`src/rtl/bin_load_ctrl.sv`:
```
// Load sequencer for sat_engine: replays one bin (clause rows, var states, level
// states) through the engine write ports, starts the engine and waits for it to finish.
module bin_load_ctrl #(
  parameter int NUM_CLAUSES      = 8,
  parameter int NUM_VARS         = 8,
  parameter int NUM_LVLS         = 8,
  parameter int WIDTH_LVL        = 16,
  parameter int WIDTH_VAR_STATES = 19,
  parameter int WIDTH_LVL_STATES = 16
) (
  input  logic                                 clk,
  input  logic                                 rst,
  input  logic                                 start_load_i,
  input  logic [WIDTH_LVL-1:0]                 cur_bin_num_i,
  input  logic [WIDTH_LVL-1:0]                 load_lvl_i,
  input  logic [WIDTH_LVL-1:0]                 base_lvl_i,
  input  logic [WIDTH_VAR_STATES*NUM_VARS-1:0] vars_states_i,
  input  logic [WIDTH_LVL_STATES*NUM_LVLS-1:0] lvl_states_i,
  input  logic                                 clause_valid_i,
  input  logic                                 clause_last_i,
  input  logic [2*NUM_VARS-1:0]                clause_data_i,
  output logic                                 clause_ready_o,
  output logic [NUM_CLAUSES-1:0]               wr_carray_o,
  output logic [2*NUM_VARS-1:0]                clause_o,
  output logic [NUM_VARS-1:0]                  wr_var_states_o,
  output logic [WIDTH_VAR_STATES*NUM_VARS-1:0] vars_states_o,
  output logic [NUM_LVLS-1:0]                  wr_lvl_states_o,
  output logic [WIDTH_LVL_STATES*NUM_LVLS-1:0] lvl_states_o,
  output logic                                 start_core_o,
  output logic [WIDTH_LVL-1:0]                 cur_bin_num_o,
  output logic [WIDTH_LVL-1:0]                 load_lvl_o,
  output logic                                 base_lvl_en_o,
  output logic [WIDTH_LVL-1:0]                 base_lvl_o,
  input  logic                                 done_core_i,
  output logic                                 busy_o,
  output logic                                 done_load_o
);

  localparam int RW = (NUM_CLAUSES > 1) ? $clog2(NUM_CLAUSES) : 1;
  localparam int CW = 2 * NUM_VARS;
  localparam int VSW = WIDTH_VAR_STATES * NUM_VARS;
  localparam int LSW = WIDTH_LVL_STATES * NUM_LVLS;
  localparam logic [RW-1:0] LAST_ROW = RW'(NUM_CLAUSES - 1);

  typedef enum logic [2:0] {IDLE, WR_C, PAD, WR_VS, WR_LS, START, WAIT, DONE} state_t;

  state_t               state_reg, state_next;
  logic [RW-1:0]        row_reg, row_next;
  logic                 accept;
  logic                 ready_next, start_next, base_en_next, busy_next, done_next;
  logic [NUM_CLAUSES-1:0] carray_next, row_onehot;
  logic [CW-1:0]        clause_next;
  logic [NUM_VARS-1:0]  wr_vs_next;
  logic [NUM_LVLS-1:0]  wr_ls_next;
  logic [VSW-1:0]       vs_next;
  logic [LSW-1:0]       ls_next;
  logic [WIDTH_LVL-1:0] bin_next, lvl_next, base_next;

  // ready is registered and only ever high while in WR_C, so it qualifies the handshake
  assign accept     = clause_valid_i & clause_ready_o;
  assign row_onehot = NUM_CLAUSES'(1) << row_reg;

  always_comb begin
    state_next   = state_reg;
    row_next     = row_reg;
    carray_next  = '0;
    clause_next  = '0;
    wr_vs_next   = '0;
    wr_ls_next   = '0;
    start_next   = 1'b0;
    base_en_next = 1'b0;
    bin_next     = cur_bin_num_o;
    lvl_next     = load_lvl_o;
    base_next    = base_lvl_o;
    vs_next      = vars_states_o;
    ls_next      = lvl_states_o;
    case (state_reg)
      IDLE: begin
        if (start_load_i) begin
          bin_next   = cur_bin_num_i;
          lvl_next   = load_lvl_i;
          base_next  = base_lvl_i;
          vs_next    = vars_states_i;
          ls_next    = lvl_states_i;
          row_next   = '0;
          state_next = WR_C;
        end
      end
      WR_C: begin
        if (accept) begin
          carray_next = row_onehot;
          clause_next = clause_data_i;
          if (row_reg == LAST_ROW) begin
            row_next   = '0;
            state_next = WR_VS;
          end else begin
            row_next = row_reg + 1'b1;
            if (clause_last_i) state_next = PAD;
          end
        end
      end
      PAD: begin
        // remaining rows are cleared so stale clauses from the previous bin never survive
        carray_next = row_onehot;
        if (row_reg == LAST_ROW) begin
          row_next   = '0;
          state_next = WR_VS;
        end else begin
          row_next = row_reg + 1'b1;
        end
      end
      WR_VS: begin
        wr_vs_next = '1;
        state_next = WR_LS;
      end
      WR_LS: begin
        wr_ls_next = '1;
        state_next = START;
      end
      START: begin
        start_next   = 1'b1;
        base_en_next = 1'b1;
        state_next   = WAIT;
      end
      WAIT: begin
        if (done_core_i) state_next = DONE;
      end
      DONE: state_next = IDLE;
      default: state_next = IDLE;
    endcase
    ready_next = (state_next == WR_C);
    busy_next  = (state_next != IDLE);
    done_next  = (state_next == DONE);
  end

  always_ff @(posedge clk) begin
    if (rst) begin
      state_reg       <= IDLE;
      row_reg         <= '0;
      clause_ready_o  <= 1'b0;
      wr_carray_o     <= '0;
      clause_o        <= '0;
      wr_var_states_o <= '0;
      vars_states_o   <= '0;
      wr_lvl_states_o <= '0;
      lvl_states_o    <= '0;
      start_core_o    <= 1'b0;
      cur_bin_num_o   <= '0;
      load_lvl_o      <= '0;
      base_lvl_en_o   <= 1'b0;
      base_lvl_o      <= '0;
      busy_o          <= 1'b0;
      done_load_o     <= 1'b0;
    end else begin
      state_reg       <= state_next;
      row_reg         <= row_next;
      clause_ready_o  <= ready_next;
      wr_carray_o     <= carray_next;
      clause_o        <= clause_next;
      wr_var_states_o <= wr_vs_next;
      vars_states_o   <= vs_next;
      wr_lvl_states_o <= wr_ls_next;
      lvl_states_o    <= ls_next;
      start_core_o    <= start_next;
      cur_bin_num_o   <= bin_next;
      load_lvl_o      <= lvl_next;
      base_lvl_en_o   <= base_en_next;
      base_lvl_o      <= base_next;
      busy_o          <= busy_next;
      done_load_o     <= done_next;
    end
  end

endmodule

```
`config.mk`:
```
export PLATFORM = sky130hd
export DESIGN_NAME = bin_load_ctrl
export DESIGN_NICKNAME = d
export VERILOG_FILES = /design/src/rtl/bin_load_ctrl.sv
export SDC_FILE = /design/constraint.sdc
export NUM_CORES = 1
export LEC_CHECK = 0
export ABC_CLOCK_PERIOD_IN_PS = 3390
export CAP_MARGIN = 20
export CELL_PAD_IN_SITES_DETAIL_PLACEMENT = 2
export CELL_PAD_IN_SITES_GLOBAL_PLACEMENT = 2
export CORE_AREA = 4 4 278 280
export DETAILED_ROUTE_END_ITERATION = 10
export DIE_AREA = 0 0 282 284
export MAX_ROUTING_LAYER = met4
export PLACE_DENSITY = 0.81
export SLEW_MARGIN = 25
export SYNTH_ARGS = -nofsm -noshare
export SYNTH_HDL_FRONTEND = slang
export SYNTH_SLANG_ARGS = --single-unit
```
`constraint.sdc`:
```
create_clock -name clk -period 3.39 [get_ports clk]
set_input_delay 0.5085 -clock clk [delete_from_list [all_inputs] [get_ports clk]]
set_output_delay 0.5085 -clock clk [all_outputs]
set_load 0.05 [all_outputs]
```
Word level (Yosys, flattened, before mapping)
Index checks and enable logic that the tools add are counted.
Storage, ports and cells
  logic and storage cells: 54
  output and inout port bits: 373
  bits of input ports: 350
  flip-flop bits (word level): 378
Cells by class
  shifts and indexed selects: 1
  equality and inequality tests: 12
  reduce and logical (&&, ||, !) cells: 6
  bitwise gates (word level): 3
  $add $sub $neg: 1
  muxes and demuxes: 16
Operators by type and width (number)
  3-bit two-way mux: 9
  8-bit two-way mux: 3
  3-bit case mux with 8 select lines: 1
  3-bit == test (second input constant): 6
  8-bit case mux with 2 select lines: 1
  3-bit case mux with 3 select lines: 1
  1-bit by 3-bit left shift with 8-bit output (first input constant): 1
  3-bit by 1-bit == test with 1-bit output (second input constant): 2
  3-bit by 2-bit == test with 1-bit output (second input constant): 2
  3-bit nonzero test: 2
  2-bit inequality test (second input constant): 2
  3-bit by 1-bit adder with 3-bit output (second input constant): 1
  3-bit logical NOT: 1
  3-bit AND reduction: 1
  3-bit OR reduction: 1
  1-bit NOT: 2
  2-bit AND reduction: 1
  1-bit bitwise AND: 1
  1-bit two-way mux: 1

Depth between registers and ports, before layout
Gate-level depths: netlist of the first run.
  depth in word-level cells: 5
  gate-level depth with buffers: 8
  mapped depth without buffers: 6

Worst setup path after synthesis of the first run
No wires, ideal clock.
  path kind: reg2reg
  start point: reg clause_ready_o
  end point: reg row_reg[2]
  data required time: 3.303 ns
  clock period less this slack: 1.650 ns
  arrival: 1.563 ns
  stages on the path, launching flop included: 5
  path slack: 1.740 ns
  path buffers: 0
  library setup time: 0.087 ns
  path through: dfxtp_1 > nand3b_4 > a211oi_2 > or3b_1 > o31ai_1
On the way
  cells in the longest elaborated chain, start to end: 3
Ends and longest elaborated chain
  from (decl): line 22  | output logic clause_ready_o,
  from (signal assigned): line 157  | clause_ready_o <= ready_next;
  1-bit bitwise AND: line 60  | assign accept = clause_valid_i & clause_ready_o;
  2-bit inequality test (no source line)
  3-bit AND reduction (no source line)
  to (signal assigned): line 156  | row_reg <= row_next;
  to (decl): line 48  | logic [RW-1:0] row_reg, row_next;
No other way between the ends.
A chain may end at the register's enable or synchronous reset.

==> results of run 1 <==
-- through the flow --
stage          area [um2]  utilization [%]
2_1_floorplan       12900                -
3_3_place_gp        20800             27.9
3_5_place_dp        20800             27.9
4_1_cts             22200             29.8
5_1_grt             22200             29.8
6_report            22200             29.8
-- area by class of cell --
class | count | area (um2)
tap | 969 | 1210
timing repair buffer | 749 | 7580
antenna | 7 | 17.5
sequential | 364 | 7290
clock inverter | 9 | 95.1
multi-input combinational | 1063 | 4670
clock buffer | 62 | 1280
fill | 8399 | 52300
inverter | 6 | 22.5
-- synthesized netlist by cell type, types with 3 or more instances --
cell / n
ha_1: 7
nand2_1: 659
inv_1: 6
buf_1: 7
buf_8: 13
buf_4: 18
nor3_1: 5
buf_6: 23
buf_2: 12
clkbuf_1: 56
nor2b_1: 3
dfxtp_1: 364
a21oi_1: 330
and2_1: 23
and3_1: 5
nor2_1: 10
-- power by group --
part | internal [mW] | leakage [nW] | switching [mW] | total [mW]
Combinational | 1.03 | 4.40 | 1.75 | 2.78
Clock | 2.75 | 0.684 | 1.85 | 4.60
Sequential | 4.56 | 2.98 | 0.157 | 4.71
Total | 8.33 | 8.06 | 3.75 | 12.1
-- worst max-delay path by stage --
| stage | end | slack, ns | start | cells after the start |
|---|---|---|---|---|
| 2_1_floorplan | row_reg[2] | 1.74 | clause_ready_o | 4 |
| 3_3_place_gp | load_lvl_o[12] | 1.02 | start_load_i | 5 |
| 3_5_place_dp | vars_states_o[138] | 0.89 | start_load_i | 5 |
| 4_1_cts | wr_var_states_o[0] | 0.91 | wr_var_states_o[6] | 1 |
| 5_1_grt | wr_var_states_o[2] | 0.88 | wr_var_states_o[6] | 1 |
| 6_report | wr_var_states_o[0] | 0.97 | wr_var_states_o[6] | 1 |
-- cells by family (layout without fill, tap and decap cells) --
kind of cell | count (synthesis) | count (layout) | share of synthesized area [%]
flip-flops | 364 | 364 | 56.7
AO/OA/AOI/OAI | 341 | 341 | 13.5
other | 0 | 7 | 0
AND/OR/NAND/NOR | 714 | 714 | 22.0
buffers and inverters | 135 | 826 | 7.07
adder cells (fa/ha/maj) | 7 | 7 | 0.681
XOR/XNOR | 1 | 1 | 0.0681
-- layer usage --
layer	global-route usage, %	vias to the layer above	part of all wire [%]
met1	14.7	6452	36
met2	27.0	488	51
met4	5.19	0	3.3
li1	-	6317	-
met3	5.55	111	9.3
met5	-	-	0
==> metrics, run 1 <==
Clock Tree Buf Depth 3; Worst setup SP type flip-flop; CP arrival 1.91 ns; top post-synthesis cells by area dfxtp_1 (57%), nand2_1 (19%), a21oi_1 (13%); Netlist Area Pre-Place 12900 um2; max reg flops 152; VDD IR max 0.000318 V; Worst Tran Pin Value roughly 0.77 ns; port bufs 722; vias in the first global route 14900; Starting Density 17.3%; Hold Path Sink state_reg[2]; CTS clk-pin slew, worst paths 0.06 ns; EDFF count, synth 0; Layout area overhead 72.4%; CP max stage cell clkdlybuf4s50_1; min cycle time layout 2.42 ns; post-cts hold buffer count 0; Synth Area per Inst 8.23 um2; Slew HR 48.8%; Post-synth ARST share 0%; max-slew violation total from the final report 0; H-tree depth 2; slowest stage delay, CP 0.88 ns; Hold Path Origin rst; grt total ovfl 0; Setup CP Type reg2out; IO Pins 723; hpwl dp around 46000 um; r2r startpoint state_reg[2]; dpl cells 3151; largest net degree at the start of global routing ~140; R2R depth 5; GRT Total Usage 15.0%; hold depth 2; Finish-stage setup viols 0; commonest non-fill, non-tap cell in the layout clkdlybuf4s50_1; Max Clk Rate 414 MHz; Syn Inst Count roughly 1600; leading area contributor after synthesis dfxtp_1; crit path cell chain clkdlybuf4s50_1; most frequent cells in the layout clkdlybuf4s50_1 (721), nand2_1 (658), dfxtp_1 (364); Main synth FF type dfxtp_1; Post-CTS Resized 0; Seq/Total Area, Yosys 56.7%; Leakage 8.06 nW; post-DR vias/cell between 4 and 5; Tcrit/Tclk final between 70% and 80%; pre-CTS WS 0.895 ns; WP data required 2.88 ns; first-pass GRT wire length 90800 um; warning count from the yosys run 0; delay-heaviest family, CP buffers and inverters; RR Endpoint base_lvl_o[12]; Total Power between 10 and 15 mW; synthesized flop and latch total between 300 and 400; Inserted Clock Buffers 44; critical path buffer and inverter count 1; Worst R2R Setup Slack 1.13 ns; drt first pass iters 4; Initial DRC Count 437; Layout Cells excl Fill 3229; Post-CTS Setup Bufs 0; P per Cell Area 545 nW/um2; Clock Latency Late Sink between 0.5 and 0.6 ns; share of cells above drive strength 1 roughly 4.3%; CTS Root Cell clkbuf_16; Synth top area share 56.7%; number of max-cap violations 0; Largest Register vars_states_o; die area 80100 um2; Top Registers vars_states_o (152), lvl_states_o (128); final WL around 62000 um; Die Span X about 280 um; Final ANT Viol Nets 0; status finished, final reports clean; CP Capture Type output pin; Critical Path Fanout Max 8; CTS tree yes; via count 13400; area of the core 74400 um2; post-synthesis cell type count 37; RSZ-0062 raised after global routing no; final worst slack 0.973 ns; Hold Fails Final Rpt 0; antenna violations before repair 8; clock sink count ~360; DRC errors left 0; Worst Hold Class in2reg; synthesized net count 1919; Routed WL per cell 19.3 um; skew final 0.0196 ns; GP Congestion 0.758; fin nets 2585; Post-Route Setup TNS 0 ns; Die Y 284 um; number of core rows 100; Hold WS 0.400 ns
Power figures use the tool's default switching activity.
==> inputs of run 2 (changes only) <==
==> config.mk (replaced) <==
export PLATFORM = sky130hd
export DESIGN_NAME = bin_load_ctrl
export DESIGN_NICKNAME = d
export VERILOG_FILES = /design/src/rtl/bin_load_ctrl.sv
export SDC_FILE = /design/constraint.sdc
export NUM_CORES = 1
export LEC_CHECK = 0
export ABC_CLOCK_PERIOD_IN_PS = 1900
export CAP_MARGIN = 20
export CELL_PAD_IN_SITES_DETAIL_PLACEMENT = 2
export CELL_PAD_IN_SITES_GLOBAL_PLACEMENT = 2
export CORE_AREA = 4 4 281 283
export DETAILED_ROUTE_END_ITERATION = 10
export DIE_AREA = 0 0 285 287
export MAX_ROUTING_LAYER = met4
export PLACE_DENSITY = 0.82
export SLEW_MARGIN = 25
export SYNTH_ARGS = -nofsm -noshare
export SYNTH_HDL_FRONTEND = slang
export SYNTH_SLANG_ARGS = --single-unit
==> constraint.sdc (replaced) <==
create_clock -name clk -period 1.9 [get_ports clk]
set_input_delay 0.285 -clock clk [delete_from_list [all_inputs] [get_ports clk]]
set_output_delay 0.285 -clock clk [all_outputs]
set_load 0.05 [all_outputs]
==> run 2 against run 1 <==
Net effect: first-iteration DRC count fell by 18%; utilization fell by 0.80 points; clock power rose by 110%; clock skew grew 0.0074 ns; sequential share of layout area decreased by 0.089 points; final area is 0.27% higher; critical path type unchanged; largest cell class unchanged; largest power group is now the clock network; hold slack worse by 0.35 ns.
==> metrics, run 2 (synthesis gave the netlist of run 1 again) <==
Initial DRC Count 360; Clock Tree Buf Depth 3; hold depth 2; pre-CTS WS -0.0382 ns; Post-Route Setup TNS 0 ns; largest net degree at the start of global routing 114; Top Registers vars_states_o (152), lvl_states_o (128); Largest Register vars_states_o; via count between 10000 and 15000; skew final 0.0270 ns; Setup CP Type reg2out; Die Y 287 um; final worst slack 0.0863 ns; switch share 30.6%; Starting Density between 10% and 20%; max-slew violation total from the final report 0; GRT Total Usage 15.1%; internal power roughly 16 mW; port bufs 722; Worst setup SP type flip-flop; first-pass GRT wire length 94300 um; Comb power frac between 20% and 30%; Finish-stage setup viols 0; Tcrit/Tclk final 95.5%; clock sink count 364; CTS tree yes; r2r startpoint state_reg[1]; Layout area overhead 72.9%; R2R depth 6; CP arrival ~1.5 ns; VDD IR max 0.000647 V; Hold Path Sink vars_states_o[41]; Worst Tran Pin Value 0.644 ns; DRC errors left 0; commonest non-fill, non-tap cell in the layout nand2_1; grt total ovfl 0; Sw Pwr around 7 mW; Worst R2R Setup Slack 0.11 ns; Leakage around 9.7 nW; number of core rows 102; CP max stage cell dlygate4sd2_1; post-cts hold buffer count 0; area of the core 76700 um2; min cycle time layout ~1.8 ns; Slew HR between 50% and 60%; most frequent cells in the layout nand2_1 (658), dfxtp_1 (364), clkdlybuf4s50_1 (348); CTS clk-pin slew, worst paths approximately 0.060 ns; die area 81800 um2; Final ANT Viol Nets 0; Critical Path Fanout Max 2; WP data required 1.62 ns; hpwl dp 47200 um; Clk pwr share a little over two fifths; H-tree depth 2; Max Clk Rate 551 MHz; Worst Hold Class in2reg; critical path buffer and inverter count 1; Inserted Clock Buffers 45; Die Span X 285 um; antenna violations before repair 2; crit path cell chain dlygate4sd2_1; Routed WL per cell 18.9 um; CTS Root Cell clkbuf_16; drt first pass iters 4; number of max-cap violations 0; Hold Path Origin rst; max reg flops 152; post-DR vias/cell approximately 4.1; final WL approximately 63000 um; delay-heaviest family, CP buffers and inverters; fillers slightly below 9000; RSZ-0062 raised after global routing no; RR Endpoint lvl_states_o[92]; slowest stage delay, CP about 0.6 ns; GP Congestion 0.792; Flop pwr share 37.2%; share of cells above drive strength 1 a little under 10%; Hold Fails Final Rpt 0; Clock Latency Late Sink between 0.5 and 0.6 ns; fin nets around 2600; status finished, final reports clean; P per Cell Area 1020 nW/um2; vias in the first global route 15600; CP Capture Type output pin; IO Pins about 720
-- run 2: worst max-delay path by stage --
| stage | from | end | slack (ns) | cells past startpoint |
|---|---|---|---|---|
| 5_1_grt | state_reg[1] | vars_states_o[11] | 0.01 | 7 |
| 3_3_place_gp | start_load_i | vars_states_o[11] | 0.05 | 7 |
| 2_1_floorplan | clause_ready_o | row_reg[2] | 0.25 | 4 |
| 3_5_place_dp | clause_valid_i | wr_carray_o[4] | -0.04 | 5 |
| 4_1_cts | vars_states_o[39] | vars_states_o[39] | 0.04 | 1 |
| 6_report | lvl_states_o[6] | lvl_states_o[6] | 0.09 | 1 |
-- run 2: cell type report --
cell class	instances	area (um2)	share of cell area [%]
antenna	4	10.0	0.0450
clock inverter	11	236	1.06
timing repair buffer	776	7310	32.9
clock buffer	71	1390	6.24
tap	1040	1300	5.85
sequential	364	7290	32.8
multi-input combinational	1063	4680	21.0
inverter	6	22.5	0.101
-- run 2: timing repair --
item	CTS	global route
gates resized for setup	284	1
setup buffers	0	2
setup endpoints to repair	284	12
pin swaps	0	1
-- run 2: metrics by stage --
stage	cell area [um2]	util [%]	power, mW	instances	hold slack, ns
global placement	20900	27.3	13.5	3247	0.441
CTS	22200	28.9	23.0	3329	0.00633
detailed placement	20900	27.3	13.6	3247	0.451
finish	22200	29.0	22.6	3335	0.0465
floorplan	12900	-	11.4	1562	0.399
global route	22200	29.0	23.7	3333	0.0279
-- run 2: power groups by stage --
stage,clock [mW],sequential [mW],combinational [mW]
3_3_place_gp,0,8.54,4.93
6_report,9.45,8.40,4.77
3_5_place_dp,0,8.58,5.05
4_1_cts,9.78,8.41,4.84
2_1_floorplan,0,10.2,1.16
5_1_grt,10.1,8.46,5.08
-- run 2: layer usage --
metal | up-vias | share of wire (%) | GRT usage, %
li1 | 6393 | - | -
met4 | 0 | 2.9 | 4.57
met3 | 104 | 7.9 | 5.04
met5 | - | 0 | -
met1 | 6603 | 39 | 15.9
met2 | 490 | 51 | 26.9
